===== src/rtl/stopwatch_timer.sv =====
// ---------------------------------------------------------------------------
// stopwatch_timer
//   BCD stopwatch / countdown timer with start, stop and lap buttons.
//
//   Parameters
//     DIGITS      number of BCD digits shown (1..8)
//     DIV_FACTOR  clock cycles per count tick (>= 2)
//
//   Ports
//     clock       system clock, rising edge
//     Reset_n     asynchronous active-low reset
//     start_n     start/resume button, active-low, asynchronous
//     stop_n      stop button, active-low, asynchronous
//     lap_n       lap button, active-low, asynchronous
//     mode_down   0 = count up, 1 = count down (sampled on start)
//     load        preset load strobe (ignored while running)
//     preset      BCD preset, digit 0 in bits [3:0]
//     bcd_out     displayed BCD value (lap value while lap_active)
//     running     high while counting
//     lap_active  high while bcd_out shows the frozen lap value
//     done        one-cycle pulse when a down count expires
//     overflow    sticky flag, an up count wrapped past all nines
// ---------------------------------------------------------------------------
module stopwatch_timer #(
    parameter int DIGITS     = 6,
    parameter int DIV_FACTOR = 50000
) (
    input  logic                  clock,
    input  logic                  Reset_n,
    input  logic                  start_n,
    input  logic                  stop_n,
    input  logic                  lap_n,
    input  logic                  mode_down,
    input  logic                  load,
    input  logic [4*DIGITS-1:0]   preset,
    output logic [4*DIGITS-1:0]   bcd_out,
    output logic                  running,
    output logic                  lap_active,
    output logic                  done,
    output logic                  overflow
);

    localparam int W  = 4 * DIGITS;
    localparam int DW = (DIV_FACTOR > 1) ? $clog2(DIV_FACTOR) : 1;

    typedef enum logic [1:0] {
        IDLE    = 2'd0,
        RUN     = 2'd1,
        PAUSE   = 2'd2,
        EXPIRED = 2'd3
    } state_t;

    // ------------------------------------------------------------------
    // BCD helpers
    // ------------------------------------------------------------------
    function automatic logic [W-1:0] bcd_inc(input logic [W-1:0] v);
        logic [W-1:0] r;
        logic         carry;
        r     = v;
        carry = 1'b1;
        for (int i = 0; i < DIGITS; i++) begin
            if (carry) begin
                if (v[4*i +: 4] == 4'd9) begin
                    r[4*i +: 4] = 4'd0;
                end else begin
                    r[4*i +: 4] = v[4*i +: 4] + 4'd1;
                    carry       = 1'b0;
                end
            end
        end
        return r;
    endfunction

    function automatic logic [W-1:0] bcd_dec(input logic [W-1:0] v);
        logic [W-1:0] r;
        logic         borrow;
        r      = v;
        borrow = 1'b1;
        for (int i = 0; i < DIGITS; i++) begin
            if (borrow) begin
                if (v[4*i +: 4] == 4'd0) begin
                    r[4*i +: 4] = 4'd9;
                end else begin
                    r[4*i +: 4] = v[4*i +: 4] - 4'd1;
                    borrow      = 1'b0;
                end
            end
        end
        return r;
    endfunction

    function automatic logic [W-1:0] bcd_clamp(input logic [W-1:0] v);
        logic [W-1:0] r;
        r = v;
        for (int i = 0; i < DIGITS; i++) begin
            if (v[4*i +: 4] > 4'd9) r[4*i +: 4] = 4'd9;
        end
        return r;
    endfunction

    // ------------------------------------------------------------------
    // Button synchronisers and falling-edge detectors.
    // Bit order in the vectors: [0] start, [1] stop, [2] lap.
    // ------------------------------------------------------------------
    logic [2:0] btn_s1_q, btn_s1_d;
    logic [2:0] btn_s2_q, btn_s2_d;
    logic [2:0] btn_s3_q, btn_s3_d;
    logic [2:0] armed_q,  armed_d;
    logic [1:0] settle_q, settle_d;
    logic       settled;
    logic       start_ev, stop_ev, lap_ev;

    // The synchroniser presets to "released" for its first two cycles, so
    // a button held through reset would look like a fresh press. A button
    // is only armed once its synchronised level has been seen high after
    // the pipeline has filled with real samples.
    always_comb begin
        settled  = (settle_q == 2'd2);
        settle_d = settled ? settle_q : settle_q + 2'd1;
        btn_s1_d = {lap_n, stop_n, start_n};
        btn_s2_d = btn_s1_q;
        btn_s3_d = btn_s2_q;
        armed_d  = armed_q | ({3{settled}} & btn_s2_q);
    end

    assign start_ev = armed_q[0] & btn_s3_q[0] & ~btn_s2_q[0];
    assign stop_ev  = armed_q[1] & btn_s3_q[1] & ~btn_s2_q[1];
    assign lap_ev   = armed_q[2] & btn_s3_q[2] & ~btn_s2_q[2];

    always_ff @(posedge clock or negedge Reset_n) begin
        if (!Reset_n) begin
            btn_s1_q <= 3'b111;
            btn_s2_q <= 3'b111;
            btn_s3_q <= 3'b111;
            armed_q  <= 3'b000;
            settle_q <= 2'd0;
        end else begin
            // NOTE: non-blocking assignments in clocked blocks, so every flop
            // samples the pre-edge value of the others (a real shift chain).
            btn_s1_q <= btn_s1_d;
            btn_s2_q <= btn_s2_d;
            btn_s3_q <= btn_s3_d;
            armed_q  <= armed_d;
            settle_q <= settle_d;
        end
    end

    // ------------------------------------------------------------------
    // Control FSM, counter, divider and lap register
    // ------------------------------------------------------------------
    state_t        state_q, state_d;
    logic [W-1:0]  value_q, value_d;
    logic [W-1:0]  lap_q, lap_d;
    logic [DW-1:0] div_q, div_d;
    logic          mode_q, mode_d;
    logic          lap_active_q, lap_active_d;
    logic          overflow_q, overflow_d;
    logic          done_q, done_d;
    logic          running_q, running_d;
    logic [W-1:0]  bcd_q, bcd_d;
    logic          tick;
    logic [W-1:0]  value_dec;

    always_comb begin
        // NOTE: every signal gets a default first, so no path through the
        // block leaves one unassigned and no latch is inferred.
        state_d      = state_q;
        value_d      = value_q;
        lap_d        = lap_q;
        div_d        = div_q;
        mode_d       = mode_q;
        lap_active_d = lap_active_q;
        overflow_d   = overflow_q;
        done_d       = 1'b0;

        tick      = (state_q == RUN) && (div_q == DW'(DIV_FACTOR - 1));
        value_dec = bcd_dec(value_q);

        if (state_q == RUN) begin
            div_d = tick ? '0 : div_q + DW'(1);
        end

        if (load && (state_q != RUN)) begin
            value_d      = bcd_clamp(preset);
            state_d      = IDLE;
            overflow_d   = 1'b0;
            lap_active_d = 1'b0;
        end else begin
            // Lap capture uses value_q, i.e. the value before any tick in
            // this same cycle.
            if (lap_ev) begin
                if (state_q == RUN) begin
                    lap_active_d = ~lap_active_q;
                    if (!lap_active_q) lap_d = value_q;
                end else begin
                    lap_active_d = 1'b0;
                end
            end

            unique case (state_q)
                IDLE, PAUSE: begin
                    // Stop wins over a simultaneous start: nothing happens.
                    if (start_ev && !stop_ev) begin
                        mode_d = mode_down;
                        if (mode_down && (value_q == '0)) begin
                            state_d = EXPIRED;
                            done_d  = 1'b1;
                        end else begin
                            state_d = RUN;
                            div_d   = '0;
                        end
                    end
                end
                RUN: begin
                    if (tick) begin
                        if (mode_q) begin
                            value_d = value_dec;
                            if (value_dec == '0) begin
                                state_d = EXPIRED;
                                done_d  = 1'b1;
                            end
                        end else begin
                            value_d = bcd_inc(value_q);
                            if (value_q == {DIGITS{4'h9}}) overflow_d = 1'b1;
                        end
                    end
                    // Expiry on this very tick takes precedence over stop.
                    if (stop_ev && (state_d == RUN)) state_d = PAUSE;
                end
                EXPIRED: begin
                    // Only a load leaves EXPIRED.
                end
            endcase
        end

        running_d = (state_d == RUN);
        bcd_d     = lap_active_d ? lap_d : value_d;
    end

    always_ff @(posedge clock or negedge Reset_n) begin
        if (!Reset_n) begin
            state_q      <= IDLE;
            value_q      <= '0;
            lap_q        <= '0;
            div_q        <= '0;
            mode_q       <= 1'b0;
            lap_active_q <= 1'b0;
            overflow_q   <= 1'b0;
            done_q       <= 1'b0;
            running_q    <= 1'b0;
            bcd_q        <= '0;
        end else begin
            state_q      <= state_d;
            value_q      <= value_d;
            lap_q        <= lap_d;
            div_q        <= div_d;
            mode_q       <= mode_d;
            lap_active_q <= lap_active_d;
            overflow_q   <= overflow_d;
            done_q       <= done_d;
            running_q    <= running_d;
            bcd_q        <= bcd_d;
        end
    end

    assign bcd_out    = bcd_q;
    assign running    = running_q;
    assign lap_active = lap_active_q;
    assign done       = done_q;
    assign overflow   = overflow_q;

endmodule


===== config.mk =====
export PLATFORM = sky130hd
export DESIGN_NAME = stopwatch_timer
export DESIGN_NICKNAME = d
export VERILOG_FILES = /design/src/rtl/stopwatch_timer.sv
export SDC_FILE = /design/constraint.sdc
export NUM_CORES = 1
export LEC_CHECK = 0
export CAP_MARGIN = 20
export CELL_PAD_IN_SITES_DETAIL_PLACEMENT = 1
export CELL_PAD_IN_SITES_GLOBAL_PLACEMENT = 1
export CORE_MARGIN = 3
export CORE_UTILIZATION = 40
export DETAILED_ROUTE_END_ITERATION = 6
export PLACE_DENSITY = 0.85
export SLEW_MARGIN = 0
export SYNTH_ARGS = -nofsm -noshare
export SYNTH_HDL_FRONTEND = slang
export SYNTH_SLANG_ARGS = --single-unit

===== constraint.sdc =====
create_clock -name clock -period 2.6 [get_ports clock]
set_input_delay 0.52 -clock clock [delete_from_list [all_inputs] [get_ports clock]]
set_output_delay 0.52 -clock clock [all_outputs]
set_load 0.02 [all_outputs]

==> run summary <==
H-tree depth: 3
Cells after Synth: 624
flops & latches, synth: 109
per-cell routed wire length: 21.50 um
Main synth FF type: dfrtp_1
crit path kind: register to register
Crit path max-delay family: simple AND/OR/NAND/NOR gates
via count of the first global-routing pass: 5,887
Final setup viols: 0
commonest non-fill, non-tap cell in the layout: dfrtp_1
worst slew pin tran: 0.5798 ns
worst hold-check path type: primary input to asynchronous set/reset pin
number of synthesized flops with an enable pin: 0
Pre-antenna DRT Iters: 4
clk sink count: 109
placement row count: 43
initial antenna violation count: 0
DP HPWL: 14,150 um
Post-route DRC: 0
number of port buffers: 58
fin. max-slew vios: 0
Fill cells: 1,606
Remaining Overflow, GRT: 0
nets: 752
Final period util: 96.34%
DRT iter0 DRCs: 406
clock transition at the registers of the reported paths: 0.09 ns
largest net degree at the start of global routing: 110
syn_area_per_cell: 9.496 sq um
VDD IR max: 0.4269 mV
cell mode on critical path: buf_4
layout cells sized above 1: 20.58%
data arrival time of the worst path: 2.77 ns
Cell Pwr Density: 806.3 mW/mm^2
Netlist cell types: 71
critical path required time: 2.87 ns
crit-path max FO: 9
fraction of registers with async set/reset: 100.0%
post-DR vias/cell: 5.948
count of non-filler cells in the finished layout: 904
GP Congestion: 0.8866
max cap viols: 0
endpoints failing hold: 0
die height: 127.7 um
area taken by multi-input logic gates: 0.003010 sq mm
clock skew after layout: 0.01544 ns
Yosys warning count: 0
worst path cell trace: buf_4, nor4_4, buf_4, nand3_1, o21ai_1, buf_4, nor4b_1, nand4_1, and3b_1
Hold Buf Count CTS: 0
first-pass GRT wire length: 31,680 um
worst setup margin: 0.09519 ns
top-level port count: 59
DR vias: 5,377
reg-to-reg setup timing slack: 0.1 ns
CP Launch Point: value_q[7]
Mapped Nets: 657
Post-Syn Area: 0.005926 sq mm
Register Area: 0.002739 sq mm
Worst setup EP type: register
CP bufs+invs: 3
status: complete, no violations
die width: 127.7 um
Core ar.: 0.01420 sq mm
ant diodes: 0
Area growth syn-to-layout: 26.44%
Worst setup SP type: register
clock buffer depth: 2
antenna viol nets, final: 0
initial core utilization: 41.72%
Worst slew margin: 61.34%
most frequent cells in the layout: dfrtp_1, nor2_1, buf_4, clkdlybuf4s50_1, nand2_1
Achievable Freq: 0.3992 GHz
CTS Buf Count: 9
sequential cell area fraction in the yosys report: 46.22%
R2R Path Start: value_q[7]
DRT Wirelength: 19,440 um
CTS tree: yes
CTS root buf: clkbuf_16
Skew-Pair Late Insertion Delay: 0.38 ns
Place WS: -0.04073 ns
All-Layer GR Usage: 24.78%
die area: 0.01631 sq mm
Worst path slowest cell: dfrtp_1
placed cells: 887
static leakage: 0.003035 uW
crit path time final: 2.505 ns
max incr delay on CP: 0.40 ns
Yosys cell counts, drive strengths merged (12+ instances only):
cell type	count	area share (%)
clkbuf	37	2.3
xnor2	14	2.1
o21ai	24	2.0
a21oi	22	1.9
nand4	18	1.9
nor3	13	1.1
inv	12	0.76
nand3	19	1.6
nor2	70	4.4
xor2	12	1.8
mux2	31	6.0
nand2	53	3.4
dfrtp	100	42
nor4	17	2.4
repair_timing:
action	4_1_cts	5_1_grt
setup endpoints to repair	4	13
pin swaps	0	3
buffers inserted	0	1
resized for setup	3	8
sequential cells by signal, indices dropped and copies added, names as in the netlist, 3 cells and up:
signal    count
btn_s3_q      3
div_q        16
btn_s2_q      3
lap_q        24
armed_q       3
bcd_out      24
btn_s1_q      3
value_q      24
cell families (layout without fill, tap and decap cells):
logic type / count (synthesis) / after routing / synth area share (%)
xor gates and xnor gates: 26 / 26 / 3.843
adders and majority gates: 2 / 2 / 0.4222
DFF: 109 / 109 / 46.22
muxes: 35 / 35 / 6.630
AOI/OAI and AO/OA: 126 / 126 / 14.59
and+or+nand+nor: 268 / 268 / 24.41
buffers and inverters: 58 / 158 / 3.885
path summary, 6_finish.rpt:
path | to | cells after the start
setup / recovery | running | 9
hold / removal | value_q[16] | 2
setup reg to reg | running | 9
hold reg to reg | btn_s2_q[1] | 0
max in group asynchronous | div_q[12] | 2
min in group clock | btn_s2_q[1] | 0
per-layer routing:
metal	routed length [um]	part of all wire (%)	track usage, %	vias to the layer above
met4	439	2.3	8.614	0
met3	791	4.1	5.000	34
met5	0	0	0	-
met1	8286	43	31.66	2764
li1	-	-	-	2464
met2	9919	51	42.03	115
report_power, final:
group          switching, uW  total (uW)  internal (uW)
Combinational           1250        2240            995
Clock                    746        1440            691
Sequential               255        2360           2110
Total                   2250        6040           3790
metrics by stage:
step	instance area (sq um)	hold WS [ns]	total power (uW)	TNS, ns	utilization, %
finish	7492	0.2232	6041	0	52.75
global placement	7134	0.3461	4491	0	50.23
detailed placement	7134	0.3501	4599	-0.04073	50.23
CTS	7462	0.2411	6068	0	52.54
floorplan	5926	0.2244	3598	0	-
global route	7492	0.2680	6386	-0.02147	52.75
layout make-up:
cell class,count,area share [%]
Inverter,13,0.6513
Clock buffer,9,3.006
Timing Repair Buffer,129,15.50
Tap cell,180,3.006
Sequential cell,109,36.56
Multi-Input combinational cell,457,40.18
Clock inverter,7,1.102
Note: power is estimated with default switching activity, not from simulation.
